## src/rtl/pseudo_softmax_pkg.sv

```systemverilog
// Shared constants, FSM encoding and width helpers for the pseudo-softmax family.
package pseudo_softmax_pkg;

    localparam int DEF_N  = 10;
    localparam int DEF_W  = 8;
    localparam int DEF_F  = 8;
    localparam int DEF_EW = 8;
    localparam int DEF_MW = 8;

    typedef enum logic [1:0] {
        ST_LOAD = 2'd0,
        ST_SUM  = 2'd1,
        ST_NORM = 2'd2,
        ST_OUT  = 2'd3
    } state_e;

    // Ceiling log2; clog2(1) = 0.
    function automatic int clog2(input int v);
        int r;
        r = 0;
        for (int i = 0; i < 31; i++) begin
            if ((1 << i) < v) r = i + 1;
        end
        return r;
    endfunction

    // Sum of N terms each <= 1.0 in F fraction bits, plus one bit of margin.
    function automatic int acc_width(input int f, input int n);
        return f + clog2(n) + 1;
    endfunction

endpackage

```

## src/rtl/pseudo_softmax_stream_lead_one_norm.sv

```systemverilog
// Leading-one normaliser: acc = 2^(F+k) * (1 + mant/2^MW), mant truncated.
module lead_one_norm
    import pseudo_softmax_pkg::*;
#(
    parameter int AW = 13,
    parameter int F  = 8,
    parameter int MW = 8,
    parameter int KW = 3
) (
    input  logic [AW-1:0] acc_i,
    output logic [KW-1:0] k_o,
    output logic [MW-1:0] mant_o
);

    localparam int PW = clog2(AW);

    logic [PW-1:0]      pos;
    logic [AW-1:0]      aligned;
    logic [AW+MW-2:0]   ext;

    // Find the leading one, shift it to the top, take the MW bits below it.
    always_comb begin
        pos = '0;
        for (int i = 0; i < AW; i++) begin
            if (acc_i[i]) pos = PW'(i);
        end
        aligned = acc_i << (PW'(AW - 1) - pos);
        // Zero-fill below the real bits covers the case of fewer than MW bits.
        ext     = {aligned[AW-2:0], {MW{1'b0}}};
        mant_o  = ext[AW+MW-2 -: MW];
        k_o     = (pos >= PW'(F)) ? KW'(pos - PW'(F)) : '0;
    end

endmodule

```

## src/rtl/pseudo_softmax_stream.sv

```systemverilog
// Streaming base-2 pseudo-softmax: load N logits, sum 2^-d terms, normalise, emit.
module pseudo_softmax_stream
    import pseudo_softmax_pkg::*;
#(
    parameter int N  = DEF_N,
    parameter int W  = DEF_W,
    parameter int F  = DEF_F,
    parameter int EW = DEF_EW,
    parameter int MW = DEF_MW
) (
    input  logic                clk,
    input  logic                rst_n,
    input  logic                in_valid,
    output logic                in_ready,
    input  logic [W-1:0]        in_data,
    output logic                out_valid,
    input  logic                out_ready,
    output logic [EW-1:0]       out_exp,
    output logic [MW-1:0]       out_mant,
    output logic [clog2(N)-1:0] out_idx,
    output logic                out_last,
    output logic                busy
);

    localparam int CW  = clog2(N);
    localparam int AW  = acc_width(F, N);
    localparam int KW  = clog2(CW + 1);
    localparam int WE  = (W > EW) ? W : EW;
    localparam int SW  = ((WE > KW) ? WE : KW) + 1;
    localparam logic [SW-1:0] EMAX   = SW'((64'd1 << EW) - 64'd1);
    localparam logic [CW-1:0] LAST_I = CW'(N - 1);

    state_e          state_q, state_d;

    logic [W-1:0]    buf_q [N];
    logic [W-1:0]    d_q   [N];
    logic [W-1:0]    max_q;
    logic [AW-1:0]   acc_q;
    logic [KW-1:0]   k_q;
    logic [MW-1:0]   mant_q;
    logic [CW-1:0]   ptr_q;      // load count, sum index and issue index by phase
    logic            iss_done_q;
    logic            in_ready_q;
    logic            ov_q;
    logic [EW-1:0]   oexp_q;
    logic [CW-1:0]   oidx_q;
    logic            olast_q;

    logic            in_hs, out_hs, issue, ptr_last;
    logic [W-1:0]    d_cur;
    logic [AW-1:0]   term;
    logic [SW-1:0]   e_full;
    logic [EW-1:0]   e_sat;
    logic [KW-1:0]   k_n;
    logic [MW-1:0]   mant_n;

    assign in_ready  = in_ready_q;
    assign out_valid = ov_q;
    assign out_exp   = oexp_q;
    assign out_mant  = mant_q;
    assign out_idx   = oidx_q;
    assign out_last  = olast_q;
    assign busy      = !(state_q == ST_LOAD && ptr_q == '0);

    assign in_hs    = in_valid & in_ready_q;
    assign out_hs   = ov_q & out_ready;
    assign ptr_last = (ptr_q == LAST_I);
    // Output register refills whenever it is empty or draining this cycle.
    assign issue    = (state_q == ST_OUT) && !iss_done_q && (!ov_q || out_ready);

    lead_one_norm #(.AW(AW), .F(F), .MW(MW), .KW(KW)) u_norm (
        .acc_i  (acc_q),
        .k_o    (k_n),
        .mant_o (mant_n)
    );

    // Per-element distance from the max, its 2^-d term, and the saturated exponent.
    always_comb begin
        d_cur  = max_q - buf_q[ptr_q];
        term   = '0;
        if (32'(d_cur) <= F) term = (AW'(1) << F) >> d_cur;
        e_full = SW'(d_q[ptr_q]) + SW'(k_q);
        e_sat  = (e_full > EMAX) ? {EW{1'b1}} : e_full[EW-1:0];
    end

    // State register.
    always_ff @(posedge clk) begin
        if (!rst_n) state_q <= ST_LOAD;
        else        state_q <= state_d;
    end

    // Next-state logic; vectors never overlap.
    always_comb begin
        state_d = state_q;
        case (state_q)
            ST_LOAD: if (in_hs && ptr_last) state_d = ST_SUM;
            ST_SUM:  if (ptr_last)          state_d = ST_NORM;
            ST_NORM:                        state_d = ST_OUT;
            ST_OUT:  if (out_hs && olast_q) state_d = ST_LOAD;
            default:                        state_d = ST_LOAD;
        endcase
    end

    // Datapath: buffer, running max, accumulation, normalisation and output beats.
    always_ff @(posedge clk) begin
        if (!rst_n) begin
            for (int i = 0; i < N; i++) begin
                buf_q[i] <= '0;
                d_q[i]   <= '0;
            end
            max_q      <= '0;
            acc_q      <= '0;
            k_q        <= '0;
            mant_q     <= '0;
            ptr_q      <= '0;
            iss_done_q <= 1'b0;
            in_ready_q <= 1'b0;
            ov_q       <= 1'b0;
            oexp_q     <= '0;
            oidx_q     <= '0;
            olast_q    <= 1'b0;
        end else begin
            in_ready_q <= (state_d == ST_LOAD);
            case (state_q)
                ST_LOAD: begin
                    if (in_hs) begin
                        buf_q[ptr_q] <= in_data;
                        if (ptr_q == '0 || in_data > max_q) max_q <= in_data;
                        ptr_q <= ptr_last ? '0 : ptr_q + CW'(1);
                        acc_q <= '0;
                    end
                end
                ST_SUM: begin
                    d_q[ptr_q] <= d_cur;
                    acc_q      <= acc_q + term;
                    ptr_q      <= ptr_last ? '0 : ptr_q + CW'(1);
                end
                ST_NORM: begin
                    k_q        <= k_n;
                    mant_q     <= mant_n;
                    ptr_q      <= '0;
                    iss_done_q <= 1'b0;
                end
                ST_OUT: begin
                    if (issue) begin
                        ov_q       <= 1'b1;
                        oexp_q     <= e_sat;
                        oidx_q     <= ptr_q;
                        olast_q    <= ptr_last;
                        iss_done_q <= ptr_last;
                        if (!ptr_last) ptr_q <= ptr_q + CW'(1);
                    end else if (out_hs) begin
                        ov_q <= 1'b0;
                        if (olast_q) begin
                            olast_q <= 1'b0;
                            oidx_q  <= '0;
                            ptr_q   <= '0;
                        end
                    end
                end
                default: ;
            endcase
        end
    end

endmodule

```

## config.mk

```make
export PLATFORM = sky130hd
export DESIGN_NAME = pseudo_softmax_stream
export DESIGN_NICKNAME = d
export VERILOG_FILES = /design/src/rtl/pseudo_softmax_pkg.sv /design/src/rtl/pseudo_softmax_stream_lead_one_norm.sv /design/src/rtl/pseudo_softmax_stream.sv
export SDC_FILE = /design/constraint.sdc
export NUM_CORES = 1
export LEC_CHECK = 0
export CAP_MARGIN = 10
export CORE_MARGIN = 10
export CORE_UTILIZATION = 60
export CTS_CLUSTER_DIAMETER = 100
export DETAILED_ROUTE_END_ITERATION = 6
export HOLD_SLACK_MARGIN = 0.03
export PLACE_DENSITY = 0.78
export SETUP_SLACK_MARGIN = 0.3
export SLEW_MARGIN = 20
export SYNTH_ARGS = -nofsm -noshare
export SYNTH_HDL_FRONTEND = slang
export SYNTH_SLANG_ARGS = --single-unit
```

## constraint.sdc

```tcl
create_clock -name clk -period 7.8 [get_ports clk]
set_clock_uncertainty 0.2 [all_clocks]
set_input_delay 1.17 -clock clk [delete_from_list [all_inputs] [get_ports clk]]
set_output_delay 1.17 -clock clk [all_outputs]
set_load 0.02 [all_outputs]
```

==> impl_metrics.csv, run 1 <==
group,metric,value,unit
timing,worst_pin_slew,1.18,ns
pwr,powerDensity,227,mW/mm^2
setup_path,critPathKind,"register to register",
place,finalWeightedCongestion,0.852,
clocking,cts_tree,"done",
synth,synth_compound_area_frac,0.0685,
timing,maxSlewViolCount,0,
timing,period_share,0.774,
die,die_area,0.0311,sq mm
layout,final_area,0.0164,sq mm
setup_path,path_max_fanout,40,
route,totalWireLength,34.2,mm
layout,antenna_cells,0,
setup_path,worstSetupPathDepth,18,
timing,setup_ws,1.76,ns
setup_path,critPathArrivalTime,6.26,ns
clocking,path_clk_slew,0.07,ns
route,drt-pass1-iter-count,6,
place,placed_area,0.0153,sq mm
worst_hold_path,min_path_type,"register to register",
route,drt_iter0_drc,1026,
synth,synth_cell_types,69,
setup_path,path_buf_inv,0,
layout,final_cell_mix,"edfxtp_1, nor2_1, nand2_1",
die,die_h,176,um
route,via_count,9599,
synth,synthAdderAreaFrac,0.0314,
die,rows,57,
clocking,ctsHoldBuffers,0,
synth,yosys.area_share.simple,0.126,
layout,layout.nets,1195,
clocking,htreeDepth,2,
place,dp_slack,1.88,ns
route,wire_per_inst,22.8,um
clocking,insertion_delay,0.52,ns
pwr,leakage,5.78,nW
timing,max_freq,0.166,GHz
pwr,vdd.ir_drop.worst,0.214,mV
synth,ys_ff_latch,314,
worst_hold_path,whs_path_depth,2,
synth,async_flop_share,0,
synth,avgSynthCellArea,13.0,sq um
global_route,grt_pass1_wl,53.3,mm
clocking,ctsResizeCount,0,
die,num_io_pins,36,
setup_path,slowest_stage,"dfxtp_4",
run_status,status,"finished clean",
timing,timing.slew.headroom,0.211,
run,maxCapViolCount,0,
synth,muxShareOfSynthArea,0.128,
synth,synth_cells,1128,
clocking,clk_path_buf_depth,3,
setup_path,cp.required,8.03,ns
clocking,numCtsBuffers,34,
route,drc,0,
synth,synth_top_family_by_area,"multiplexers",
setup_path,slowest_delay,0.86,ns
die,core_region_area,0.0242,sq mm
synth,synth-seq-area-share,0.603,
clocking,cts_setup_buffers,0,
setup_path,end_kind,"register",
layout,area_growth,11.9,%
synth,synth_area,0.0147,sq mm
route,viasPerCell,6.42,
synth,synth_xor_area_frac,0.0148,
timing,whs,0.247,ns
synth,ys_warn_count,0,
place,port_buffers,35,
setup_path,cp_top_family,"compound AO/OA/AOI/OAI gates",
global_route,gr-total-overflow,0,
setup_path,crit_path_start_kind,"register",
synth,synthFlopType,"edfxtp_1",
timing,rsz0062_at_grt,"false",
route,ant_nets,0,
layout,final_common_cell,"edfxtp_1",
global_route,grt_max_degree,52,
timing,min_period,6.04,ns
synth,synth_top_area_frac,0.524,
global_route,first_global_vias,9507,
clocking,root_buffer,"clkbuf_16",
synth,synth.net_count,1175,
global_route,grtUsageTotal,0.219,
clocking,clock_sink_count,314,
setup_path,worstPathCellList,"mux4_2, mux4_2, ha_1, fa_1, nor2b_1, o21ai_0, nand2_1, mux2i_1, o2111ai_1, nor4_1, fa_1, a21o_1, a21o_1, a21boi_0, o21bai_1, a21oi_1, or3_1, a21oi_1",
layout,drive_gt1_frac,0.136,
synth,post-synth-top-area-cell,"edfxtp_1",
global_route,antenna_found_initial,0,
setup_path,r2r_cells,18,
timing,tns,0,ns
die,start_util,0.607,
timing,setup_violations,0,
timing,hold_viol,0,
die,die_w,176,um
synth,synth_edf_count,256,
place,hpwl,23.0,mm
synth,synthTopCellsByArea,"edfxtp_1, mux4_2, dfxtp_1, nor2_1, ha_1",
## where the power goes
group / internal [mW] / total [mW] / leakage, nW / switching [mW]
sequential: 1.84 / 1.86 / 3.03 / 0.0253
clock: 0.958 / 1.61 / 0.547 / 0.652
combinational: 0.104 / 0.263 / 2.20 / 0.159
## worst register-to-register path: cells and delay by family, from the launching register on
kind | cells | cell delay, ns
muxes | 3 | 1.34
and+or+nand+nor | 4 | 1.19
AOI/OAI and AO/OA | 8 | 1.40
DFF | 1 | 0.86
adders and majority gates | 3 | 0.96
## final cells by class
class / instances / area, sq um
tap: 324 / 405
clock inverter: 22 / 239
inverter: 43 / 161
multi-input combinational: 709 / 5460
sequential: 314 / 8850
timing repair buffer: 46 / 428
fill: 1645 / 7740
clock buffer: 38 / 887
## synthesized netlist by cell type (all sizes together), types with 10 or more instances
cell / number
a21oi: 37
a22oi: 17
and2: 13
and3: 11
buf: 14
clkbuf: 48
dfxtp: 58
edfxtp: 256
ha: 32
inv: 42
mux2i: 11
mux4: 76
nand2: 80
nand2b: 15
nand3: 36
nor2: 181
nor2b: 10
nor3: 24
nor4: 16
o21ai: 29
o31ai: 12
xor2: 12
## metrics by stage
stage	std cells	total power, mW	util
global route	1496	3.84	0.680
floorplan	1128	2.07	-
global placement	1436	2.15	0.633
CTS	1496	3.74	0.680
finish	1496	3.73	0.680
detailed placement	1436	2.15	0.633
## state kept, by name (all words and copies together) (netlist names), named ones only
| name | cells |
|---|---|
| acc_q | 13 |
| buf_q | 128 |
| d_q | 128 |
| in_ready | 1 |
| iss_done_q | 1 |
| k_q | 3 |
| max_q | 8 |
| out_exp | 8 |
| out_idx | 4 |
| out_last | 1 |
| out_mant | 8 |
| out_valid | 1 |
| ptr_q | 4 |
| state_q | 2 |
## final timing paths
kind                    start  slack (ns)          end
hold reg to reg   out_mant[0]        0.25  out_mant[0]
hold / removal    out_mant[0]        0.25  out_mant[0]
setup / recovery     register        1.76    acc_q[10]
setup reg to reg     register        1.76    acc_q[10]
## routing by layer
metal | vias up | global-route usage | share of wire
met3 | 77 | 0.0414 | 0.094
met5 | - | 0 | 0
li1 | 4282 | - | -
met2 | 529 | 0.366 | 0.49
met1 | 4711 | 0.284 | 0.38
met4 | 0 | 0.0743 | 0.029
## kinds of logic after synthesis
family,Yosys count
xor+xnor,21
mux,91
simple gates,410
fa+ha+maj,35
compound gates,152
buf+inv,105
flops,314
(Power assumes the default switching activity.)
==> run 2, diff against run 1 <==
Clock period 7.8 ns to 6.3 ns, I/O delays scaled along.
==> run 2 against run 1 <==
Net effect: cell count up 0.40%; non-clock buffer count grew 6; global-route usage is 0.36 points higher; highest routed layer unchanged; largest power group unchanged; first-iteration DRC count rose by 8.5%; clock power increased by 25%.
==> impl_metrics.csv, run 2 (same netlist as run 1, synthesis figures left out) <==
group,metric,value,unit
clocking,clk_path_buf_depth,3,
timing,maxSlewViolCount,0,
run_status,status,"finished clean",
route,via_count,9523,
timing,hold_viol,0,
route,drt-pass1-iter-count,7,
setup_path,critPathKind,"register to register",
global_route,gr-total-overflow,0,
setup_path,critPathArrivalTime,5.79,ns
die,rows,57,
clocking,numCtsBuffers,34,
timing,setup_ws,0.753,ns
pwr,powerDensity,282,mW/mm^2
timing,timing.slew.headroom,0.264,
route,totalWireLength,34.9,mm
layout,layout.nets,1201,
clocking,htreeDepth,2,
route,viasPerCell,6.34,
setup_path,setup.worst_path.end,"acc_q[10]",
clocking,root_buffer,"clkbuf_16",
pwr,internal_power,3.59,mW
timing,max_freq,0.180,GHz
layout,num-fill-cells,1671,
worst_hold_path,min_path_type,"register to register",
place,finalWeightedCongestion,0.875,
run,maxCapViolCount,0,
timing,period_share,0.881,
setup_path,r2r_slack,0.75,ns
timing,min_period,5.55,ns
setup_path,end_kind,"register",
place,dp_cells,1441,
die,die_h,176,um
pwr,p_sw_frac,0.229,
layout,final_common_cell,"edfxtp_1",
clocking,cts_tree,"done",
place,hpwl,23.3,mm
pwr,p_sw,1.06,mW
global_route,first_global_vias,9329,
clocking,ctsHoldBuffers,0,
layout,antenna_cells,0,
timing,tns,0,ns
route,drt_iter0_drc,1113,
clocking,path_clk_slew,0.06,ns
setup_path,path_max_fanout,14,
route,wire_per_inst,23.3,um
setup_path,r2r_end,"acc_q[10]",
pwr,seq_power_share,0.494,
die,die_w,176,um
place,dp_slack,0.508,ns
pwr,vdd.ir_drop.worst,0.246,mV
die,num_io_pins,36,
pwr,combPwrFrac,0.073,
setup_path,crit_path_start_kind,"register",
route,ant_nets,0,
place,port_buffers,35,
global_route,grtUsageTotal,0.223,
pwr,leakage,5.83,nW
die,die_area,0.0311,sq mm
pwr,p_clk_frac,0.432,
die,start_util,0.607,
layout,final_cell_mix,"edfxtp_1, nor2_1, nand2_1",
place,placed_area,0.0153,sq mm
route,drc,0,
timing,setup_violations,0,
setup_path,r2r_cells,20,
die,core_region_area,0.0242,sq mm
layout,drive_gt1_frac,0.137,
pwr,power,4.65,mW
timing,rsz0062_at_grt,"false",
timing,worst_pin_slew,1.10,ns
global_route,grt_pass1_wl,53.6,mm
layout,final_area,0.0165,sq mm
clocking,insertion_delay,0.53,ns
layout,final_cells,1502,
global_route,grt_max_degree,36,
layout,reg_top3,"buf_q: 128 flops, d_q: 128 flops, acc_q: 13 flops",
global_route,antenna_found_initial,0,
clocking,clock_sink_count,314,
layout,area_growth,12.3,%
setup_path,cp.required,6.54,ns
run 2: area by class of cell:
type / count / area, sq um / share of cell area
Sequential cell: 314 / 8850 / 0.537
Multi-Input combinational cell: 709 / 5450 / 0.330
Clock buffer: 36 / 868 / 0.0526
Timing Repair Buffer: 52 / 493 / 0.0299
Tap cell: 324 / 405 / 0.0246
Clock inverter: 24 / 262 / 0.0159
Inverter: 43 / 161 / 0.00979
run 2: metrics by stage:
| step | util | hold slack [ns] |
|---|---|---|
| floorplan | - | 0.241 |
| global placement | 0.634 | 0.239 |
| detailed placement | 0.634 | 0.242 |
| CTS | 0.681 | 0.250 |
| global route | 0.682 | 0.280 |
| finish | 0.682 | 0.248 |
run 2: timing repair:
action                                  4_1_cts  5_1_grt
endpoints found under the setup margin        0        6
buffers inserted                              0        1
gates resized for setup                       0        2
run 2: worst max-delay path, cell delays in order, from the launching register on:
cell	delay, ns
dfxtp_4	0.55
buf_16	0.20
mux4_2	0.51
mux4_2	0.51
inv_1	0.08
ha_1	0.25
o21ai_0	0.09
nand2b_1	0.11
a31oi_1	0.32
xnor2_1	0.22
o2111ai_2	0.28
nor4_1	0.37
ha_1	0.24
fa_1	0.21
a21o_1	0.12
a21o_1	0.15
a21boi_0	0.10
o21bai_1	0.28
a21oi_1	0.13
or3_1	0.32
a21oi_1	0.16
run 2: worst min-delay path by stage:
stage / from / end / slack [ns] / cells after the start
6_report: out_mant[2] / out_mant[2] / 0.25 / 2
4_1_cts: out_mant[2] / out_mant[2] / 0.25 / 2
5_1_grt: out_mant[2] / out_mant[2] / 0.28 / 2
3_3_place_gp: out_mant[2] / out_mant[2] / 0.24 / 2
3_5_place_dp: out_mant[2] / out_mant[2] / 0.24 / 2
2_1_floorplan: k_q[2] / k_q[2] / 0.24 / 2
run 2: power by group through the flow:
stage	Combinational, mW	Clock [mW]	Sequential, mW
2_1_floorplan	0.242	0	2.32
3_3_place_gp	0.319	0	2.34
3_5_place_dp	0.327	0	2.34
4_1_cts	0.330	2.02	2.30
5_1_grt	0.367	2.10	2.30
6_report	0.341	2.01	2.30
run 2: routing by layer:
| layer | wire (um) | global-route usage |
|---|---|---|
| met1 | 13700 | 0.288 |
| met2 | 17500 | 0.374 |
| met3 | 2970 | 0.0455 |
| met4 | 859 | 0.0669 |
| met5 | 0 | 0 |
==> run 3, diff against run 2 <==
Clock period 6.3 ns to 5.55 ns, I/O delays scaled along.
==> run 3 against run 2 <==
Net effect: the flow now finishes with violations (DRC); non-clock buffer count up 13; cell area grew 0.55%; routed wire length hardly changed; power is 11% higher; first-iteration DRC count rose by 1.3%; cell count up 0.53%; sequential cell count is the same; maximum frequency grew 8.3%; critical path depth fell by 1; setup slack lost 0.32 ns; sequential share of layout area decreased by 0.28 points; hold slack improved by 0.0020 ns.
==> impl_metrics.csv, run 3 (same netlist as run 1, synthesis figures left out) <==
group,metric,value,unit
layout,drive_gt1_frac,0.152,
setup_path,cp_top_family,"multiplexers",
worst_hold_path,min_path_type,"register to register",
setup_path,critPathKind,"register to register",
timing,worst_pin_slew,1.14,ns
layout,antenna_cells,0,
timing,period_share,0.923,
global_route,grt_max_degree,36,
route,viasPerCell,6.39,
route,totalWireLength,34.9,mm
setup_path,end_kind,"register",
pwr,powerDensity,311,mW/mm^2
timing,maxSlewViolCount,0,
setup_path,slowest_stage,"mux4_2",
timing,min_period,5.12,ns
setup_path,cp.required,5.85,ns
clocking,htreeDepth,1,
setup_path,worstPathCellList,"buf_4, mux4_2, mux4_2, ha_1, fa_1, nor2b_1, o21ai_0, nand2_1, mux2i_2, o2111ai_2, buf_4, nor4_2, ha_1, o21a_1, o21ai_1, o21bai_2, a2111oi_1, a31oi_1, nand2_1",
global_route,gr-total-overflow,0,
die,num_io_pins,36,
layout,final_common_cell,"edfxtp_1",
place,hpwl,23.5,mm
layout,reg_top3,"buf_q: 128 flops, d_q: 128 flops, acc_q: 13 flops",
global_route,grt_pass1_wl,53.8,mm
run_status,violations,"DRC",
timing,max_freq,0.195,GHz
die,die_area,0.0311,sq mm
timing,hold_viol,0,
place,finalWeightedCongestion,0.852,
place,port_buffers,35,
global_route,antenna_found_initial,0,
timing,rsz0062_at_grt,"false",
route,drc,1,
clocking,clock_sink_count,314,
route,drt_iter0_drc,1127,
route,ant_nets,0,
layout,area_growth,13.0,%
clocking,numCtsBuffers,31,
layout,final_cells,1510,
pwr,vdd.ir_drop.worst,0.303,mV
route,via_count,9650,
setup_path,slowest_delay,0.54,ns
clocking,insertion_delay,0.56,ns
clocking,root_buffer,"clkbuf_16",
timing,setup_violations,0,
place,dp_cells,1447,
timing,tns,0,ns
die,start_util,0.607,
clocking,clk_path_buf_depth,3,
global_route,grtUsageTotal,0.221,
run_status,status,"finished with violations",
clocking,path_clk_slew,0.06,ns
clocking,cts_tree,"done",
setup_path,critPathArrivalTime,5.42,ns
timing,timing.slew.headroom,0.240,
die,die_w,176,um
setup_path,crit_path_start_kind,"register",
die,core_region_area,0.0242,sq mm
layout,final_cell_mix,"edfxtp_1, nor2_1, nand2_1",
global_route,first_global_vias,9485,
die,die_h,176,um
run,maxCapViolCount,0,
pwr,leakage,5.84,nW
route,wire_per_inst,23.1,um
route,drt-pass1-iter-count,7,
setup_path,path_buf_inv,2,
layout,layout.nets,1211,
setup_path,path_max_fanout,6,
die,rows,57,
clocking,ctsHoldBuffers,0,
[run 3: what timing repair did]
item | CTS | global route
resized for setup | 1 | 13
buffers inserted | 3 | 5
pin swaps | 2 | 1
setup endpoints to repair | 3 | 8
[run 3: layer usage]
layer | vias up | track usage | share of wire | routed length [um]
li1 | 4310 | - | - | -
met1 | 4768 | 0.288 | 0.38 | 13200
met2 | 474 | 0.363 | 0.49 | 17100
met3 | 98 | 0.0382 | 0.091 | 3190
met4 | 0 | 0.0932 | 0.042 | 1480
met5 | - | 0 | 0 | 0
[run 3: layout make-up]
| type | count | area (sq um) |
|---|---|---|
| clock buffer | 35 | 791 |
| clock inverter | 20 | 236 |
| fill | 1579 | 7590 |
| inverter | 43 | 161 |
| multi-input combinational | 709 | 5520 |
| sequential | 314 | 8860 |
| tap | 324 | 405 |
| timing repair buffer | 65 | 612 |
[run 3: final timing paths]
check,slack [ns],start,cells past startpoint,to
worst min-delay path,0.25,out_mant[0],2,out_mant[0]
worst max-delay path,0.43,register,19,acc_q[12]
worst min register to register,0.25,out_mant[0],2,out_mant[0]
worst max register to register,0.43,register,19,acc_q[12]
[run 3: stage by stage]
stage / worst slack [ns] / area, sq um / total power, mW / utilization / hold slack (ns)
floorplan: 0.290 / 14800 / 2.93 / - / 0.241
global placement: 0.230 / 15400 / 3.03 / 0.637 / 0.238
detailed placement: 0.108 / 15400 / 3.04 / 0.637 / 0.247
CTS: 0.307 / 16500 / 5.15 / 0.681 / 0.255
global route: 0.211 / 16600 / 5.30 / 0.686 / 0.270
finish: 0.428 / 16600 / 5.16 / 0.686 / 0.250
[run 3: where the power goes]
part	switching, mW	leakage [nW]	total [mW]	internal [mW]
logic	0.260	2.33	0.434	0.174
registers	0.0245	3.03	2.60	2.58
clock network	0.875	0.484	2.13	1.25
[run 3: worst register-to-register path, cell delays in order, from the launching register on]
cell	delay [ns]
dfxtp_4	0.40
buf_4	0.14
mux4_2	0.54
mux4_2	0.49
ha_1	0.22
fa_1	0.40
nor2b_1	0.11
o21ai_0	0.10
nand2_1	0.15
mux2i_2	0.26
o2111ai_2	0.21
buf_4	0.22
nor4_2	0.28
ha_1	0.31
o21a_1	0.21
o21ai_1	0.21
o21bai_2	0.13
a2111oi_1	0.36
a31oi_1	0.07
nand2_1	0.07
